### config.mk
export PLATFORM = sky130hd
export DESIGN_NAME = bit4_accum_top_flat
export DESIGN_NICKNAME = d
export VERILOG_FILES = /design/src/rtl/bit4_accum_top_if.sv /design/src/rtl/bit4_accum_top.sv /design/src/flat_wrapper.sv
export SDC_FILE = /design/constraint.sdc
export NUM_CORES = 1
export LEC_CHECK = 0
export ABC_AREA = 1
export BUFFER_PORTS_ARGS = -buffer_cell sky130_fd_sc_hd__buf_4
export CAP_MARGIN = 10
export CORE_MARGIN = 3
export CORE_UTILIZATION = 42
export DETAILED_ROUTE_END_ITERATION = 6
export GPL_ROUTABILITY_DRIVEN = 0
export PLACE_DENSITY = 0.72
export REMOVE_ABC_BUFFERS = 1
export SYNTH_ARGS = -nofsm -noshare
export SYNTH_HDL_FRONTEND = slang
export SYNTH_SLANG_ARGS = --single-unit
### constraint.sdc
create_clock -name clk -period 2.05 [get_ports clk]
set_clock_uncertainty 0.15 [all_clocks]
set_input_delay 0.205 -clock clk [delete_from_list [all_inputs] [get_ports clk]]
set_output_delay 0.205 -clock clk [all_outputs]
set_load 0.02 [all_outputs]
### src/rtl/bit4_accum_top_if.sv
// -----------------------------------------------------------------------------
// bit4_accum_top_if
// Handshake bundle for the 4-bit packet accumulator.
//   Operand side : in_valid, in_ready, in_a[3:0], in_last
//   Result side  : out_valid, out_ready, out_sum[3:0], out_ovf, out_cnt[CNT_W-1:0]
// Modports:
//   slave  - the accumulator (consumes operands, produces results)
//   master - the environment (produces operands, consumes results)
// -----------------------------------------------------------------------------
interface bit4_accum_top_if #(
  parameter int CNT_W = 4
);
  logic             in_valid;
  logic             in_ready;
  logic [3:0]       in_a;
  logic             in_last;
  logic             out_valid;
  logic             out_ready;
  logic [3:0]       out_sum;
  logic             out_ovf;
  logic [CNT_W-1:0] out_cnt;

  modport slave (
    input  in_valid, in_a, in_last, out_ready,
    output in_ready, out_valid, out_sum, out_ovf, out_cnt
  );

  modport master (
    output in_valid, in_a, in_last, out_ready,
    input  in_ready, out_valid, out_sum, out_ovf, out_cnt
  );
endinterface

### src/rtl/bit4_accum_top.sv
// -----------------------------------------------------------------------------
// bit4_accum_top
// Accumulates a packet of unsigned 4-bit operands through a ripple-carry adder,
// tracking a sticky carry-out flag and a saturating beat counter, then holds
// the packet result until the consumer takes it.
//
// Ports:
//   clk    - clock, rising edge
//   rst_n  - asynchronous active-low reset
//   bus    - bit4_accum_top_if.slave (operand and result handshakes)
//
// Parameter:
//   CNT_W  - width of the beat counter out_cnt (must match the interface)
//
// Build option:
//   BIT4_ACCUM_SATURATE_EN - when defined, the accumulator clamps to 4'hF on a
//   carry-out; otherwise it wraps modulo 16. out_ovf/out_cnt are the same in
//   both builds.
// -----------------------------------------------------------------------------
module bit4_accum_top #(
  parameter int CNT_W = 4
) (
  input  logic           clk,
  input  logic           rst_n,
  bit4_accum_top_if.slave bus
);

`ifdef BIT4_ACCUM_SATURATE_EN
  localparam bit SAT_EN = 1'b1;
`else
  localparam bit SAT_EN = 1'b0;
`endif

  typedef enum logic {ACC = 1'b0, HOLD = 1'b1} state_t;

  state_t           state_q, state_d;
  logic [3:0]       acc_q, acc_d;
  logic             ovf_q, ovf_d;
  logic [CNT_W-1:0] cnt_q, cnt_d;
  logic [4:0]       add_res;

  // 4-bit ripple-carry full-adder chain, carry-in 0. Returns {carry_out, sum}.
  function automatic logic [4:0] rca4(input logic [3:0] a, input logic [3:0] b);
    logic [4:0] c;
    logic [3:0] s;
    c[0] = 1'b0;
    for (int i = 0; i < 4; i++) begin
      s[i]   = a[i] ^ b[i] ^ c[i];
      c[i+1] = (a[i] & b[i]) | (c[i] & (a[i] ^ b[i]));
    end
    return {c[4], s};
  endfunction

  // Once a carry is seen in the saturating build the accumulator pins at F;
  // any later nonzero add carries again, so it stays F for the packet.
  function automatic logic [3:0] fold_sum(input logic [3:0] s, input logic carry,
                                          input bit sat_en);
    return (sat_en && carry) ? 4'hF : s;
  endfunction

  function automatic logic [CNT_W-1:0] cnt_inc(input logic [CNT_W-1:0] c);
    return (&c) ? c : c + CNT_W'(1);
  endfunction

  always_comb begin
    state_d = state_q;
    acc_d   = acc_q;
    ovf_d   = ovf_q;
    cnt_d   = cnt_q;
    add_res = rca4(acc_q, bus.in_a);
    case (state_q)
      ACC: begin
        if (bus.in_valid) begin
          acc_d = fold_sum(add_res[3:0], add_res[4], SAT_EN);
          ovf_d = ovf_q | add_res[4];
          cnt_d = cnt_inc(cnt_q);
          if (bus.in_last) state_d = HOLD;
        end
      end
      HOLD: begin
        // Result leaves on this edge; operands are accepted from next cycle.
        if (bus.out_ready) begin
          acc_d   = 4'h0;
          ovf_d   = 1'b0;
          cnt_d   = '0;
          state_d = ACC;
        end
      end
      default: state_d = ACC;
    endcase
  end

  always_ff @(posedge clk or negedge rst_n) begin
    if (!rst_n) begin
      state_q <= ACC;
      acc_q   <= 4'h0;
      ovf_q   <= 1'b0;
      cnt_q   <= '0;
    end else begin
      state_q <= state_d;
      acc_q   <= acc_d;
      ovf_q   <= ovf_d;
      cnt_q   <= cnt_d;
    end
  end

  // Handshake flags come from the state register alone.
  assign bus.in_ready  = (state_q == ACC);
  assign bus.out_valid = (state_q == HOLD);
  assign bus.out_sum   = acc_q;
  assign bus.out_ovf   = ovf_q;
  assign bus.out_cnt   = cnt_q;

endmodule

### src/flat_wrapper.sv
// flat-port wrapper written by rule: the top's interface ports become plain ports
module bit4_accum_top_flat 
#(
  parameter int CNT_W = 4
)
  (clk, rst_n, bus_in_valid, bus_in_a, bus_in_last, bus_out_ready, bus_in_ready, bus_out_valid, bus_out_sum, bus_out_ovf, bus_out_cnt);
  bit4_accum_top_if #(.CNT_W(CNT_W)) bus_i ();
  input  logic clk;
  input  logic rst_n;
  input wire logic [$bits(bus_i.in_valid)-1:0] bus_in_valid;
  input wire logic [$bits(bus_i.in_a)-1:0] bus_in_a;
  input wire logic [$bits(bus_i.in_last)-1:0] bus_in_last;
  input wire logic [$bits(bus_i.out_ready)-1:0] bus_out_ready;
  output wire logic [$bits(bus_i.in_ready)-1:0] bus_in_ready;
  output wire logic [$bits(bus_i.out_valid)-1:0] bus_out_valid;
  output wire logic [$bits(bus_i.out_sum)-1:0] bus_out_sum;
  output wire logic [$bits(bus_i.out_ovf)-1:0] bus_out_ovf;
  output wire logic [$bits(bus_i.out_cnt)-1:0] bus_out_cnt;
  assign bus_i.in_valid = bus_in_valid;
  assign bus_i.in_a = bus_in_a;
  assign bus_i.in_last = bus_in_last;
  assign bus_i.out_ready = bus_out_ready;
  assign bus_in_ready = bus_i.in_ready;
  assign bus_out_valid = bus_i.out_valid;
  assign bus_out_sum = bus_i.out_sum;
  assign bus_out_ovf = bus_i.out_ovf;
  assign bus_out_cnt = bus_i.out_cnt;
  bit4_accum_top #(.CNT_W(CNT_W)) u_core (.clk(clk), .rst_n(rst_n), .bus(bus_i));
endmodule
# After elaboration in Yosys (flattened, before gate mapping)
# Index checks and enable logic that the tools add are counted.
# W data, S select, Z words.
[totals]
reg_bits = 10
output_inout_bits = 11
elab_cells = 43
[op_classes]
addsub = 1
n_eq_ne = 3
mux = 13
bitwise_logic = 19
reduce_logical = 3
[op_table]
columns = ["operator", "count"]
rows = [
  ["$mux W4", 4],
  ["$pmux W4 S2", 2],
  ["$and A1 B1 Y1", 7],
  ["$xor A1 B1 Y1", 7],
  ["$ne A2 B2 Y1 const B", 3],
  ["$mux W1", 5],
  ["$add A4 B1 Y4 const B", 1],
  ["$or A1 B1 Y1", 4],
  ["$pmux W1 S2", 2],
  ["$reduce_and A4 Y1", 1],
  ["$reduce_and A3 Y1", 1],
  ["$reduce_and A2 Y1", 1],
  ["$not A1 Y1", 1],
]

# Depth between registers and ports, before layout
[depth]
ltp_word = 10
depth_mapped = 8
mapped_depth_nobuf = 8

# Worst setup path before layout
# Ideal clock, no wire load.
[synth_path]
kind = "reg-to-reg"
start = "reg u_core.acc_q[0], in the netlist u_core.bus.out_sum[0]"
end = "reg u_core.acc_q[3], in the netlist u_core.bus.out_sum[3]"
arrival_ns = 1.891
path_slack_ns = -0.057
path_stages_with_launch = 9
path_buffers = 0
synth_period_minus_slack_ns = 2.107
cell_sequence = "dfrtp_1 ha_1 inv_1 fa_1 inv_1 fa_1 fa_1 nand3_1 nand2_1"
[synth_via]
elab_chain_len = 8
[synth_rtl]
columns = ["item", "line_no", "text"]
rows = [
  ["from (decl)", "bit4_accum_top.sv:37", "logic [3:0] acc_q, acc_d;"],
  ["from (signal assigned)", "bit4_accum_top.sv:96", "acc_q <= 4'h0;"],
  ["from (signal assigned)", "bit4_accum_top.sv:101", "acc_q <= acc_d;"],
  ["$and A1 B1 Y1 (2 in series)", "bit4_accum_top.sv:49", "c[i+1] = (a[i] & b[i]) | (c[i] & (a[i] ^ b[i]));"],
  ["$or A1 B1 Y1", "bit4_accum_top.sv:49", ""],
  ["$and A1 B1 Y1", "bit4_accum_top.sv:49", ""],
  ["$or A1 B1 Y1", "bit4_accum_top.sv:49", ""],
  ["$xor A1 B1 Y1", "bit4_accum_top.sv:48", "s[i] = a[i] ^ b[i] ^ c[i];"],
  ["$mux W4", "bit4_accum_top.sv:73", "if (bus.in_valid) begin"],
  ["$pmux W4 S2", "bit4_accum_top.sv:71", "case (state_q)"],
]
# No other way between the ends. The select of a mux whose other input is x is not followed.
# A chain may end at the register's enable or synchronous reset.

# Worst setup path in the final report
# Ends and elaborated chain as after synthesis.

==> metrics.md <==
| Metric | Value |
|---|---|
| Post-synth top area share | between 40 and 50% |
| Met1 Use GR | a little over a fifth |
| P per Cell Area | roughly 1300 mW/mm² |
| Remaining DRCs | 0 |
| Total track usage | 15.3% |
| Synth cell types | 14 |
| Rel. slew slack | 83.4% |
| Die span in x | 42.7 µm |
| Die area | 0.00182 mm² |
| Met3 GRT Util | about 4.2% |
| TNS Setup | 0 ns |
| Worst Path Class, Setup | flop to flop |
| Syn. warnings | 0 |
| ANT cells | 0 |
| Tot Pwr | 1.03 mW |
| Mapped Area | approximately 560 µm² |
| Synthesized flop and latch total | 10 |
| Max clock buf depth | 2 |
| Filler cells | 98 |
| Part of the cycle the worst path needs | 98.8% |
| Combined flip-flop and latch cell area | 250 µm² |
| Total core area | 0.00119 mm² |
| Share of cells above drive strength 1 | 34.1% |
| Largest net degree at the start of global routing | 11 |
| Arrival time at the worst endpoint | 2.08 ns |
| Hold Path Sink | u_core.bus.out_valid |
| Top post-synthesis cells by count | nand2_1, nand3_1, dfrtp_1 |
| Min-delay worst type | input pin to flop |
| Async set or reset register ratio after synthesis | 100% |
| Initial antenna violation count | 0 |
| Count leader, synth | nand2_1 |
| Crit path time final | 2.02 ns |
| Num CTS Buffers | 3 |
| Hold Vio Cnt, Final | 0 |
| CTS clock-pin slew for the worst setup and hold paths | 0.07 ns |
| Drt initial violations | 9 |
| Vias per Instance | 4.90 |
| Routed Antenna Nets | 0 |
| Layout Nets | 106 |
| Syn Area/Cell | 8.82 µm² |
| F_max | 494 MHz |
| Post-Synthesis Cells | 64 |
| Peak supply drop | around 0.7 mV |
| Worst min-delay path startpoint | bus_in_last |
| Post-synth top area cell | dfrtp_1 |
| Post-synthesis sequential area ratio | between 40% and 50% |
| Top_reg_cell synth | dfrtp_1 |
| Initial cell density of the core | about 48% |
| Crit-path max FO | 2 |
| Reg2reg path depth | 8 |
| Port Buf Inserts | 19 |
| Post-placement worst setup slack | -0.00466 ns |
| Multi-input logic area | between 200 and 300 µm² |
| Die span in y | between 40 and 50 µm |
| HPWL Detailed | about 910 µm |
| Final number of max-transition violations | 0 |
| Final WL | 1190 µm |
| Final setup fails | 0 |
| Total grt overflow | 0 |
| H-tree levels | 1 |
| CTS tree | built |
| Via Count | between 500 and 600 |
| Placed insts | a little under 100 |
| Pleak | 0.440 nW |
| Area grow syn2layout | 41.5% |
| GR Util met2 | 21.6% |
| Post-synth EDFFs | 0 |
| First-pass GRT wire length | around 2100 µm |
| CP Capture Type | flop |
| Worst Hold Path Cells | 3 |
| RR Startpoint | u_core.bus.out_sum[0] |
| Clock Latency Late Sink | 0.26 ns |
| Worst setup margin | 0.0254 ns |
| Number of global-route vias before repair | 489 |
| Routed len/inst | 11.3 µm |
| Top-level I/O count | 20 |
| Worst r2r dst | u_core.bus.out_sum[3] |
| Most used routing layer | met2 |
| Synth top area cells | dfrtp_1, fa_1, nand3_1 |
| RSZ-0062 raised after global routing | true |
| Root Buffer | clkbuf_4 |
| Max-capacitance violation count | 0 |
| Worst EP required | approximately 2.1 ns |
| Rows | 12 |
| Worst Tran Pin Value | ~0.25 ns |
| CP startpoint kind | flop |
| Clock tree sinks | 10 |
| Outcome | finished clean |
| Drt pass-1 iters | 4 |
| Finished Layout Cells | approximately 110 |
| Fin Hold WS | 0.0229 ns |
| R2r setup slk | roughly 0.025 ns |
## flip-flops by register name (all words and copies together) (netlist names)
name,flops
u_core.bus.out_ovf,1
u_core.bus.out_cnt,4
u_core.bus.out_valid,1
u_core.bus.out_sum,4
## power by group
group / switching, mW / leakage [nW] / internal, mW
clock network: 0.0714 / 0.0210 / 0.108
logic: 0.268 / 0.293 / 0.223
registers: 0.0819 / 0.126 / 0.275
## critical path, cell delays in order (launching register included)
cell and delay [ns]:
dfrtp_1 0.38, ha_1 0.20, inv_1 0.06, fa_1 0.15
inv_1 0.05, fa_2 0.33, fa_1 0.49, nand3_1 0.08
nand2_1 0.08
## cell families after synthesis
| kind of cell | count (synthesis) | synth area share, % |
|---|---|---|
| flops | 10 | 44.3 |
| fa+ha+maj | 5 | 15.1 |
| simple gates | 34 | 29.3 |
| buf+inv | 10 | 6.65 |
| compound gates | 5 | 4.66 |
## repair_timing
item                                    CTS  global route
hold buffers                              2             0
endpoints found under the setup margin    1             1
resized for setup                         1             0
endpoints found under the hold margin    11             0
setup buffers                             0             1
## how the worst max path moves through the flow
stage / endpoint / start / cells after the start / slack, ns
floorplan: u_core.bus.out_sum[3] / u_core.bus.out_sum[0] / 8 / -0.06
global placement: u_core.bus.out_sum[3] / u_core.bus.out_sum[0] / 8 / 0.04
detailed placement: u_core.bus.out_sum[3] / u_core.bus.out_sum[0] / 8 / -0.005
CTS: u_core.bus.out_sum[3] / u_core.bus.out_sum[0] / 8 / 0.02
global route: u_core.bus.out_sum[3] / u_core.bus.out_sum[0] / 8 / -0.06
finish: u_core.bus.out_sum[3] / u_core.bus.out_sum[0] / 8 / 0.03
## metrics by stage
stage               cell area, µm²  util [%]
floorplan                      564         -
global placement               732      61.7
detailed placement             732      61.7
CTS                            791      66.7
global route                   798      67.3
finish                         798      67.3
## area by class of cell
class	instances	share of cell area, %
clock buffers	4	4.55
inverters	10	4.70
multi-input cells	44	35.0
flip-flops and latches	10	31.3
well taps	14	2.19
repair buffers	23	22.3
## layer usage
| layer | routed length, µm | up-vias |
|---|---|---|
| met5 | 0 | - |
| met4 | 21 | 0 |
| met3 | 94 | 4 |
| met2 | 520 | 22 |
| met1 | 549 | 229 |
| li1 | - | 259 |
## placed cells by master, fill, tap and decap left out
master	n
buf_4	21
clkbuf_4	3
clkbuf_8	1
dfrtp_1	10
dlygate4sd3_1	2
fa_1	2
fa_2	1
ha_1	2
inv_1	9
inv_2	1
nand2_1	16
nand2_2	2
nand2_4	2
nand3_1	12
nand4_1	1
nor2_1	1
o21ai_0	1
o21ai_1	3
o22ai_1	1
No activity file was read; power rests on OpenSTA's default activity.
